==> src/rtl/ram_sp_dual.sv <==
// rtl/ram_sp_dual.sv - parametrised dual-port (1W/1R) RAM with registered reads and auto-clear
//
// Purpose: general-purpose storage. One write port and one registered read port.
// Same-edge write/read to one address returns the new data. After every reset, a
// sequencer zeroes the whole array. While it runs, busy is high and we/re are ignored.
//
// Optional feature macro: RAM_PARITY_EN (even parity bit per word, error flag on reads)
//
// Ports:
//   clock      in   rising-edge clock
//   reset      in   synchronous active-high reset
//   we         in   write enable
//   waddr      in   write address (writes at or above DEPTH are dropped)
//   wdata      in   write data
//   re         in   read enable
//   raddr      in   read address (reads at or above DEPTH return 0)
//   rdata      out  registered read data, holds when no read is issued
//   rvalid     out  one-cycle strobe per read result
//   busy       out  clear sequence in progress
//   par_inj    in   (RAM_PARITY_EN) store inverted parity for this write
//   parity_err out  (RAM_PARITY_EN) parity mismatch on the current rvalid word

module ram_sp_dual #(
  parameter int WIDTH  = 8,
  parameter int DEPTH  = 16,
  parameter int ADDR_W = 4
) (
  input  logic              clock,
  input  logic              reset,
  input  logic              we,
  input  logic [ADDR_W-1:0] waddr,
  input  logic [WIDTH-1:0]  wdata,
  input  logic              re,
  input  logic [ADDR_W-1:0] raddr,
`ifdef RAM_PARITY_EN
  input  logic              par_inj,
  output logic              parity_err,
`endif
  output logic [WIDTH-1:0]  rdata,
  output logic              rvalid,
  output logic              busy
);

  localparam logic [0:0] ST_CLEAR = 1'b0;
  localparam logic [0:0] ST_READY = 1'b1;

`ifdef RAM_PARITY_EN
  localparam int MEM_W = WIDTH + 1;
`else
  localparam int MEM_W = WIDTH;
`endif

  localparam logic [ADDR_W-1:0] LAST_ADDR = ADDR_W'(DEPTH - 1);
  localparam logic [ADDR_W:0]   DEPTH_EXT = (ADDR_W + 1)'(DEPTH);

  logic [MEM_W-1:0]  mem_q [DEPTH];

  logic [0:0]        state_q, state_d;
  logic [ADDR_W-1:0] clr_addr_q, clr_addr_d;
  logic [WIDTH-1:0]  rdata_q, rdata_d;
  logic              rvalid_q, rvalid_d;
  logic              busy_q, busy_d;
`ifdef RAM_PARITY_EN
  logic              perr_q, perr_d;
`endif

  logic              mem_we;
  logic [ADDR_W-1:0] mem_waddr;
  logic [MEM_W-1:0]  mem_wword;
  logic [MEM_W-1:0]  wr_word;
  logic [MEM_W-1:0]  rd_word;
  logic              wr_in_range;
  logic              rd_in_range;

  // The extra leading zero keeps the compare legal when DEPTH == 2**ADDR_W.
  assign wr_in_range = {1'b0, waddr} < DEPTH_EXT;
  assign rd_in_range = {1'b0, raddr} < DEPTH_EXT;

`ifdef RAM_PARITY_EN
  // Top bit is the even-parity bit; par_inj flips it to plant an error.
  assign wr_word = {(^wdata) ^ par_inj, wdata};
`else
  assign wr_word = wdata;
`endif

  assign rd_word = rd_in_range ? mem_q[raddr] : '0;

  always_comb begin
    state_d    = state_q;
    clr_addr_d = clr_addr_q;
    rdata_d    = rdata_q;
    rvalid_d   = 1'b0;
    busy_d     = busy_q;
`ifdef RAM_PARITY_EN
    perr_d     = 1'b0;
`endif
    mem_we     = 1'b0;
    mem_waddr  = waddr;
    mem_wword  = wr_word;

    case (state_q)
      ST_CLEAR: begin
        // An all-zero word also has correct even parity.
        mem_we     = 1'b1;
        mem_waddr  = clr_addr_q;
        mem_wword  = '0;
        clr_addr_d = clr_addr_q + 1'b1;
        if (clr_addr_q == LAST_ADDR) begin
          state_d = ST_READY;
          busy_d  = 1'b0;
        end
      end
      default: begin
        mem_we = we && wr_in_range;
        if (re) begin
          rvalid_d = 1'b1;
          if (!rd_in_range) begin
            rdata_d = '0;
          end else if (we && (waddr == raddr)) begin
            // Bypass: the array still holds the old word on this edge.
            rdata_d = wdata;
`ifdef RAM_PARITY_EN
            // Stored parity differs from XOR of data exactly when injected.
            perr_d  = par_inj;
`endif
          end else begin
            rdata_d = rd_word[WIDTH-1:0];
`ifdef RAM_PARITY_EN
            perr_d  = ^rd_word;
`endif
          end
        end
      end
    endcase
  end

  always_ff @(posedge clock) begin
    if (reset) begin
      state_q    <= ST_CLEAR;
      clr_addr_q <= '0;
      rdata_q    <= '0;
      rvalid_q   <= 1'b0;
      busy_q     <= 1'b1;
`ifdef RAM_PARITY_EN
      perr_q     <= 1'b0;
`endif
    end else begin
      state_q    <= state_d;
      clr_addr_q <= clr_addr_d;
      rdata_q    <= rdata_d;
      rvalid_q   <= rvalid_d;
      busy_q     <= busy_d;
`ifdef RAM_PARITY_EN
      perr_q     <= perr_d;
`endif
    end
  end

  // Array is left untouched on reset edges; the clear sequence zeroes it afterwards.
  always_ff @(posedge clock) begin
    if (!reset && mem_we) begin
      mem_q[mem_waddr] <= mem_wword;
    end
  end

  assign rdata  = rdata_q;
  assign rvalid = rvalid_q;
  assign busy   = busy_q;
`ifdef RAM_PARITY_EN
  assign parity_err = perr_q;
`endif

endmodule

==> config.mk <==
export PLATFORM = sky130hd
export DESIGN_NAME = ram_sp_dual
export DESIGN_NICKNAME = d
export VERILOG_FILES = /design/src/rtl/ram_sp_dual.sv
export SDC_FILE = /design/constraint.sdc
export NUM_CORES = 1
export LEC_CHECK = 0
export ABC_AREA = 1
export CORE_AREA = 2 2 95 134
export CTS_CLUSTER_SIZE = 16
export DETAILED_ROUTE_END_ITERATION = 8
export DIE_AREA = 0 0 97 136
export GPL_TIMING_DRIVEN = 1
export HOLD_SLACK_MARGIN = 0.08
export PLACE_DENSITY_LB_ADDON = 0.2
export SLEW_MARGIN = 10
export SYNTH_ARGS = -nofsm -noshare
export SYNTH_HDL_FRONTEND = slang
export SYNTH_SLANG_ARGS = --single-unit
export TNS_END_PERCENT = 30
==> constraint.sdc <==
create_clock -name clock -period 1.8 [get_ports clock]
set_input_delay 0.36 -clock clock [delete_from_list [all_inputs] [get_ports clock]]
set_output_delay 0.36 -clock clock [all_outputs]
set_load 0.1 [all_outputs]
==> reports/results.txt, run 1 <==
Final Hold Vio Count -> 0
final worst setup slack -> 0.1162 ns
top-area cell type share of the netlist area -> 60.81%
IO Port Bufs -> 29
Peak VDD IR -> 0.7102 mV
Fmax achieved -> 0.5939 GHz
DRC -> 0
number of enable flip-flop cells after synthesis -> 128
Req. time, crit path -> 1.92 ns
Total GRT Usage -> 23.38%
Cell Chain, Critical Path -> inv_4, nand2_1, nand2_1, inv_1, nor3_1, nand2_1, nor2_1, buf_4
Post-Route Setup TNS -> 0 ns
WS Path Type -> register to register
placed cells -> 816
WP data arrival -> 1.81 ns
clock tree buffer depth -> 2
Min-Delay Path Class -> register to register
wire length per cell -> 17.54 µm
total gr overflow -> 0
DRT iter0 DRCs -> 369
Root Driver -> clkbuf_16
Max Cap Viol -> 0
Area growth, synth to finish -> 21.83%
Initial Utilization -> 52.36%
CP Capture Type -> register
Yosys cell types -> 27
Finished Layout Cells -> 848
min Tclk post-route -> 1.684 ns
switch share -> 21.23%
Slew Viols, Final -> 0
fraction of layout cells with a size suffix above 1 -> 16.33%
post-synth top area cell -> edfxtp_1
CTS sink cnt -> 143
Tcrit/Tclk final -> 93.55%
vias per cell -> 5.369
first-pass GRT wire length -> 23140 µm
top-count cell post-synth -> nand2_1
WHS -> 0.4959 ns
Die Footprint -> 13190 µm²
register bit total from synthesis -> 143
status -> completed
die width -> 97 µm
diode count -> 0
Synth Area per Inst -> 10.13 µm²
H-Tree Level Count -> 4
Top cell by count, worst path -> nand2_1
First-pass DRT Iterations -> 8
core area -> 12070 µm²
Final GP Congestion -> 0.8981
Worst-path clk slew -> 0.06 ns
sw power -> 1.646 mW
Critical path buffers and inverters -> 3
Slew @ Worst Pin -> 0.6784 ns
DR vias -> 4553
clock network fraction of design power -> 46.8%
fin nets -> 706
register area share after synthesis -> 65.56%
Clock Skew -> 0.007753 ns
Final HPWL DP -> 9863 µm
Die Y -> 136 µm
initial antenna violation count -> 0
Comb pwr share -> 6.5%
io pins -> 30
synth top area cells -> edfxtp_1 61%, nand2_1 9.0%, nand3_1 6.2%, nor2_1 5.8%, dfxtp_1 4.8%
CP max FO -> 9
leak pwr -> 3.189 nW
clk_lat worst skew -> 0.42 ns
Worst path top cell family by delay -> simple AND/OR/NAND/NOR gates
crit start category -> register
pre-CTS setup slack -> -0.2424 ns
Inserted Clock Buffers -> 17
Internal Power -> 6.106 mW
Final ANT Viol Nets -> 0
CP max-delay cell -> dfxtp_2
synthesized instance count -> 624
largest net degree at the start of global routing -> 42
Yosys warning count -> 0
list of most frequent post-synthesis cells -> 151 x nand2_1, 128 x edfxtp_1, 98 x nor2_1
RSZ-0062 raised after global routing -> false
vias in the first global route -> 4418
max incr delay on CP -> 0.35 ns
final WL -> 14870 µm
P per Cell Area -> 1007 nW/µm²
Main synth FF type -> edfxtp_1
# rows -> 48
CTS tree -> yes
Reg power frac -> 46.7%
# hold bufs at CTS -> 0
Util after Layout -> 63.80%
fraction of registers with async set/reset -> 0%
postcts setup bufs -> 0
Syn Nets -> 645
Slew HR -> 54.72%
Cell Area, Synth -> 6321 µm²
# setup viols final -> 0
kinds of logic after synthesis:
family	after synthesis	synth area share, %
adders and majority gates	1	0.1979
buffers and inverters	86	6.255
AOI/OAI and AO/OA	48	4.315
and+or+nand+nor	346	23.67
DFF	143	65.56
through the flow:
step	area, µm²	total power, mW
global route	7701	7.983
finish	7701	7.752
detailed placement	7078	4.186
floorplan	6321	4.011
CTS	7697	7.788
global placement	7078	4.182
layer usage:
layer	vias up	global-route usage (%)	share of wire, %
met2	176	40.28	51
met3	36	4.422	5.5
met4	0	11.35	3.3
met5	-	0	0
li1	2195	-	-
met1	2146	28.39	41
layout by cell type, fill, tap and decap left out, types with 2 or more instances in the layout:
master / n
nand3_2: 3
nand2_1: 151
a21oi_1: 5
nor3_1: 2
inv_2: 4
nor2_2: 2
bufinv_16: 4
nor2_8: 2
clkinv_4: 3
nand2_2: 7
o21ai_1: 4
clkinv_2: 4
dfxtp_1: 14
o21ai_0: 30
buf_4: 38
nand3_1: 78
clkinvlp_4: 2
a21oi_2: 8
clkdlybuf4s50_1: 18
inv_1: 52
nor2_1: 98
clkbuf_16: 17
edfxtp_1: 128
buf_12: 14
state kept, by name, indices dropped and copies added, names as in the netlist:
| signal | cells |
|---|---|
| state_q | 1 |
| clr_addr_q | 4 |
| mem_q | 128 |
| rvalid | 1 |
| rdata | 8 |
| busy | 1 |
timing repair:
| action | 4_1_cts | 5_1_grt |
|---|---|---|
| resized for setup | 0 | 2 |
| endpoints found under the hold margin | 0 | 0 |
| endpoints found under the setup margin | 0 | 80 |
worst reg2reg max path, stage by stage, from the launching register on:
cell,delay (ns)
dfxtp_2,0.35
inv_4,0.11
nand2_1,0.09
nand2_1,0.09
inv_1,0.06
nor3_1,0.21
nand2_1,0.18
nor2_1,0.13
buf_4,0.18
final cells by class:
type | instances | area, µm²
well taps | 150 | 187.7
multi-input cells | 395 | 1782
clock inverters | 15 | 193.9
inverters | 57 | 216.5
fillers | 945 | 4370
clock buffers | 17 | 425.4
repair buffers | 71 | 750.7
flip-flops and latches | 143 | 4145
final timing paths:
path,start,end,slack [ns],cells past startpoint
hold reg to reg,clr_addr_q[1],clr_addr_q[1],0.50,2
setup / recovery,state_q,mem_q[15][6],0.12,8
hold / removal,clr_addr_q[1],clr_addr_q[1],0.50,2
setup reg to reg,state_q,mem_q[15][6],0.12,8
power groups by stage:
| stage | Clock, mW | Sequential (mW) | Combinational, mW |
|---|---|---|---|
| after CTS | 3.67 | 3.62 | 0.498 |
| final | 3.63 | 3.62 | 0.501 |
| after floorplan | 0 | 3.69 | 0.322 |
| after global routing | 3.81 | 3.62 | 0.546 |
| after detailed placement | 0 | 3.69 | 0.494 |
| after global placement | 0 | 3.69 | 0.492 |
(Power assumes the default switching activity.)
==> inputs of run 2 (changes only) <==
CORE_AREA = 2 2 93 130   (was 2 2 95 134)
DIE_AREA = 0 0 95 132   (was 0 0 97 136)
DONT_BUFFER_PORTS = 1   (was not set)
PLACE_DENSITY = 0.83   (was not set)
PLACE_DENSITY_LB_ADDON = not set   (was 0.2)
==> reports/results.txt, run 2 (synthesis gave the netlist of run 1 again) <==
Clock Skew -> 0.005685 ns (-0.002068 ns)
CP Capture Type -> register
P per Cell Area -> 997.0 nW/µm² (-0.95%)
Peak VDD IR -> 0.6637 mV (-6.5%)
fraction of layout cells with a size suffix above 1 -> 14.86% (-1.5 points)
CP Launch Point -> state_q
Tcrit/Tclk final -> 92.86% (-0.69 points)
Slew Viols, Final -> 0 (unchanged)
Slew @ Worst Pin -> 0.6991 ns (+0.02069 ns)
# rows -> 46 (-4.2%)
min Tclk post-route -> 1.671 ns (-0.01235 ns)
largest net degree at the start of global routing -> 75 (+79%)
Worst-path clk slew -> 0.06 ns (about the same)
WS Path Type -> register to register
Area growth, synth to finish -> 13.74%
initial antenna violation count -> 0 (unchanged)
Slew HR -> 53.24% (-1.5 points)
Final Hold Vio Count -> 0 (unchanged)
vias per cell -> 5.786 (+7.8%)
commonest non-fill, non-tap cell in the layout -> nand2_1
placed cells -> 778 (-4.7%)
reg2reg start -> state_q
max incr delay on CP -> 0.34 ns (about the same)
Initial Utilization -> 55.75% (+3.4 points)
die width -> 95 µm (-2.1%)
setup slack, reg-to-reg -> 0.13 ns (about the same)
First-pass DRT Iterations -> 7 (-1)
CTS tree -> yes
Critical path buffers and inverters -> 3 (unchanged)
most frequent cells in the layout -> 150 x nand2_1, 128 x edfxtp_1, 98 x nor2_1, 78 x nand3_1, 52 x inv_1
number of flip-flops under the largest register name -> 128 (unchanged)
first-pass GRT wire length -> 22860 µm (-1.2%)
postcts setup bufs -> 0 (unchanged)
Max Cap Viol -> 0 (unchanged)
Total GRT Usage -> 25.01% (+1.6 points)
DRT iter0 DRCs -> 571 (+55%)
final WL -> 15280 µm (+2.8%)
RSZ-0062 raised after global routing -> false
core area -> 11340 µm² (-6.1%)
Root Driver -> clkbuf_16
io pins -> 30 (unchanged)
Final GP Congestion -> 0.8996 (+0.17%)
Cell Chain, Critical Path -> inv_2, buf_4, nor2_2, nor2_2, nand3_1, nor2_1, buf_4
Die Y -> 132 µm (-2.9%)
DRC -> 0 (unchanged)
total gr overflow -> 0 (unchanged)
CP max FO -> 5 (-4)
Final HPWL DP -> 9478 µm (-3.9%)
crit start category -> register
status -> completed
Min-Delay Path Class -> primary input to register
Inserted Clock Buffers -> 17 (unchanged)
fin nets -> 675 (-4.4%)
CP max-delay cell -> dfxtp_2
wire length per cell -> 18.87 µm (+7.6%)
clk_lat worst skew -> 0.42 ns (about the same)
Post-Route Setup TNS -> 0 ns (unchanged)
fill cell count -> 808 (-14%)
clock tree buffer depth -> 2 (unchanged)
vias in the first global route -> 4474 (+1.3%)
Worst path top cell family by delay -> simple AND/OR/NAND/NOR gates
Req. time, crit path -> 1.94 ns (+0.02 ns)
Die Footprint -> 12540 µm² (-4.9%)
Fmax achieved -> 0.5983 GHz (+0.74%)
WP data arrival -> 1.81 ns (about the same)
leak pwr -> 2.981 nW (-6.5%)
Most flops, register -> mem_q
min-delay src -> raddr[3]
Finished Layout Cells -> 810 (-4.5%)
diode count -> 0 (unchanged)
DR vias -> 4687 (+2.9%)
IO Port Bufs -> 0 (-100%)
H-Tree Level Count -> 4 (unchanged)
Overall Power -> 7.168 mW (-7.5%)
CTS sink cnt -> 143 (unchanged)
# setup viols final -> 0 (unchanged)
Final ANT Viol Nets -> 0 (unchanged)
-- run 2: per-stage QoR --
step	utilization [%]	worst slack, ns	hold WS (ns)	cell area, µm²
6_report	63.41	0.1285	0.2588	7189
5_1_grt	63.41	0.03726	0.2904	7189
4_1_cts	63.30	0.02199	0.2538	7177
3_5_place_dp	58.54	0.03218	0.4283	6638
3_3_place_gp	58.54	0.1469	0.4265	6638
2_1_floorplan	-	0.09210	0.4562	6321
-- run 2: area by class of cell --
| cell class | count | area [µm²] | area share (%) |
|---|---|---|---|
| Clock buffer | 19 | 432.9 | 6.022 |
| Clock inverter | 12 | 96.34 | 1.340 |
| Inverter | 57 | 214.0 | 2.976 |
| Multi-Input combinational cell | 395 | 1789 | 24.89 |
| Sequential cell | 143 | 4145 | 57.66 |
| Tap cell | 144 | 180.2 | 2.506 |
| Timing Repair Buffer | 40 | 331.6 | 4.612 |
-- run 2: metal layers --
metal | global-route usage (%) | wire length [µm]
met2 | 38.77 | 7066
met4 | 20.29 | 1312
met1 | 28.14 | 5281
met5 | 0 | 0
met3 | 7.261 | 1621
-- run 2: final timing paths --
path,depth (start not counted),to
setup / recovery,7,mem_q[1][0]
hold / removal,4,rdata[7]
setup reg to reg,7,mem_q[1][0]
hold reg to reg,2,rdata[6]
-- run 2: worst register-to-register path, stage by stage, from the launching register on --
cell	delay (ns)
dfxtp_2	0.34
inv_2	0.10
buf_4	0.14
nor2_2	0.05
nor2_2	0.15
nand3_1	0.21
nor2_1	0.21
buf_4	0.17
-- run 2: timing repair --
| item | 4_1_cts | 5_1_grt |
|---|---|---|
| setup endpoints to repair | 0 | 88 |
| gates resized for setup | 0 | 4 |
| endpoints found under the hold margin | 14 | 0 |
| hold buffers | 1 | 0 |
-- run 2: power breakdown --
| part | leakage, nW | switching, mW | total (mW) | internal [mW] |
|---|---|---|---|---|
| Clock | 0.260 | 1.28 | 3.15 | 1.87 |
| Combinational | 1.34 | 0.263 | 0.391 | 0.128 |
| Sequential | 1.38 | 0.0156 | 3.63 | 3.61 |
| Total | 2.98 | 1.56 | 7.17 | 5.61 |
==> inputs of run 3 (changes only) <==
SETUP_SLACK_MARGIN = 0.02   (was not set)
==> reports/results.txt, run 3 (synthesis gave the netlist of run 1 again) <==
status -> completed
DRT iter0 DRCs -> 582 (+1.9%)
CTS tree -> yes
CTS sink cnt -> 143 (unchanged)
Fmax achieved -> 0.5906 GHz (-1.3%)
largest net degree at the start of global routing -> 75 (unchanged)
pre-CTS setup slack -> 0.03218 ns (unchanged)
Root Driver -> clkbuf_16
fin nets -> 675 (unchanged)
final worst setup slack -> 0.1068 ns (-0.02173 ns)
Clock Skew -> 0.005409 ns (-0.0002757 ns)
Max Cap Viol -> 0 (unchanged)
Worst-path clk slew -> 0.06 ns (about the same)
Util after Layout -> 63.43% (about the same)
fraction of layout cells with a size suffix above 1 -> 15.02% (+0.15 points)
total gr overflow -> 0 (unchanged)
Die Y -> 132 µm (unchanged)
min-delay src -> raddr[3]
Final GP Congestion -> 0.8996 (unchanged)
Peak VDD IR -> 0.6836 mV (+3.0%)
# setup viols final -> 0 (unchanged)
First-pass DRT Iterations -> 5 (-2)
postcts setup bufs -> 0 (unchanged)
io pins -> 30 (unchanged)
Total GRT Usage -> 25.01% (unchanged)
diode count -> 0 (unchanged)
WS Path Type -> register to register
Final Hold Vio Count -> 0 (unchanged)
die width -> 95 µm (unchanged)
DR vias -> 4719 (+0.68%)
placed cells -> 778 (unchanged)
Slew Viols, Final -> 0 (unchanged)
vias in the first global route -> 4474 (unchanged)
core area -> 11340 µm² (unchanged)
Slew HR -> 52.87% (-0.38 points)
wire length per cell -> 18.94 µm (+0.39%)
P per Cell Area -> 999.4 nW/µm² (+0.24%)
reg2reg start -> state_q
first-pass GRT wire length -> 22860 µm (unchanged)
DRC -> 0 (unchanged)
Req. time, crit path -> 1.94 ns (about the same)
H-Tree Level Count -> 4 (unchanged)
most frequent cells in the layout -> 149 x nand2_1, 128 x edfxtp_1, 98 x nor2_1, 78 x nand3_1, 52 x inv_1
Final ANT Viol Nets -> 0 (unchanged)
CP Launch Point -> state_q
Most flops, register -> mem_q
Final HPWL DP -> 9478 µm (unchanged)
initial antenna violation count -> 0 (unchanged)
Initial Utilization -> 55.75% (unchanged)
min Tclk post-route -> 1.693 ns (+0.02173 ns)
Area growth, synth to finish -> 13.78% (about the same)
leak pwr -> 2.981 nW (about the same)
Inserted Clock Buffers -> 17 (unchanged)
Finished Layout Cells -> 810 (unchanged)
WP data arrival -> 1.83 ns (+0.02 ns)
IO Port Bufs -> 0 (unchanged)
# rows -> 46 (unchanged)
CP Capture Type -> register
Min-Delay Path Class -> primary input to register
clock tree buffer depth -> 2 (unchanged)
commonest non-fill, non-tap cell in the layout -> nand2_1
Tcrit/Tclk final -> 94.07% (+1.2 points)
Die Footprint -> 12540 µm² (unchanged)
final WL -> 15340 µm (+0.39%)
clk_lat worst skew -> 0.43 ns (about the same)
CP max FO -> 17 (+12)
crit start category -> register
number of flip-flops under the largest register name -> 128 (unchanged)
vias per cell -> 5.826 (+0.68%)
Slew @ Worst Pin -> 0.7047 ns (+0.005619 ns)
-- run 3: cell counts in the layout (fill, tap and decap cells not counted) --
Identical to the previous run, type by type.
-- run 3: layout make-up --
type,instances,area (µm²)
clock buffers,19,432.9
clock inverters,12,96.34
fillers,806,4146
inverters,57,214.0
multi-input cells,395,1792
flip-flops and latches,143,4145
well taps,144,180.2
repair buffers,40,331.6
-- run 3: routing by layer --
layer	track usage [%]	vias up	share of wire, %
li1	-	2130	-
met1	28.14	2155	34
met3	7.261	95	11
met5	0	-	0
met2	38.77	339	47
met4	20.29	0	8.0
-- run 3: per-stage QoR --
stage                     hold slack (ns)  setup TNS (ns)  cell area [µm²]  power (mW)
after floorplan                    0.4562               0             6321       4.011
after global placement             0.4265               0             6638       4.040
after detailed placement           0.4283               0             6638       4.055
after CTS                          0.2538               0             7177       7.159
after global routing               0.2904         -0.7098             7192       7.351
final                              0.2563               0             7192       7.187
-- run 3: final timing paths --
check | endpoint | slack [ns] | cells after the start
worst min register to register | rdata[6] | 0.48 | 2
worst min-delay path | rdata[7] | 0.26 | 4
worst max register to register | mem_q[10][7] | 0.11 | 7
worst max-delay path | mem_q[10][7] | 0.11 | 7
-- run 3: power by group --
group          leakage, nW  internal [mW]  switching (mW)
combinational         1.35          0.128           0.265
clock                0.260           1.87            1.30
sequential            1.38           3.61          0.0157
-- run 3: critical path, stage by stage, from the launching register on --
cell and delay (ns):
dfxtp_2 0.34, buf_6 0.15, nand2_1 0.10, nand2_1 0.13
inv_1 0.11, nand2_1 0.18, nor2_1 0.18, buf_4 0.19
-- run 3: what timing repair did --
item,in CTS,in global routing
resized for setup,0,5
endpoints found under the setup margin,0,112
endpoints found under the hold margin,14,0
hold buffers,1,0
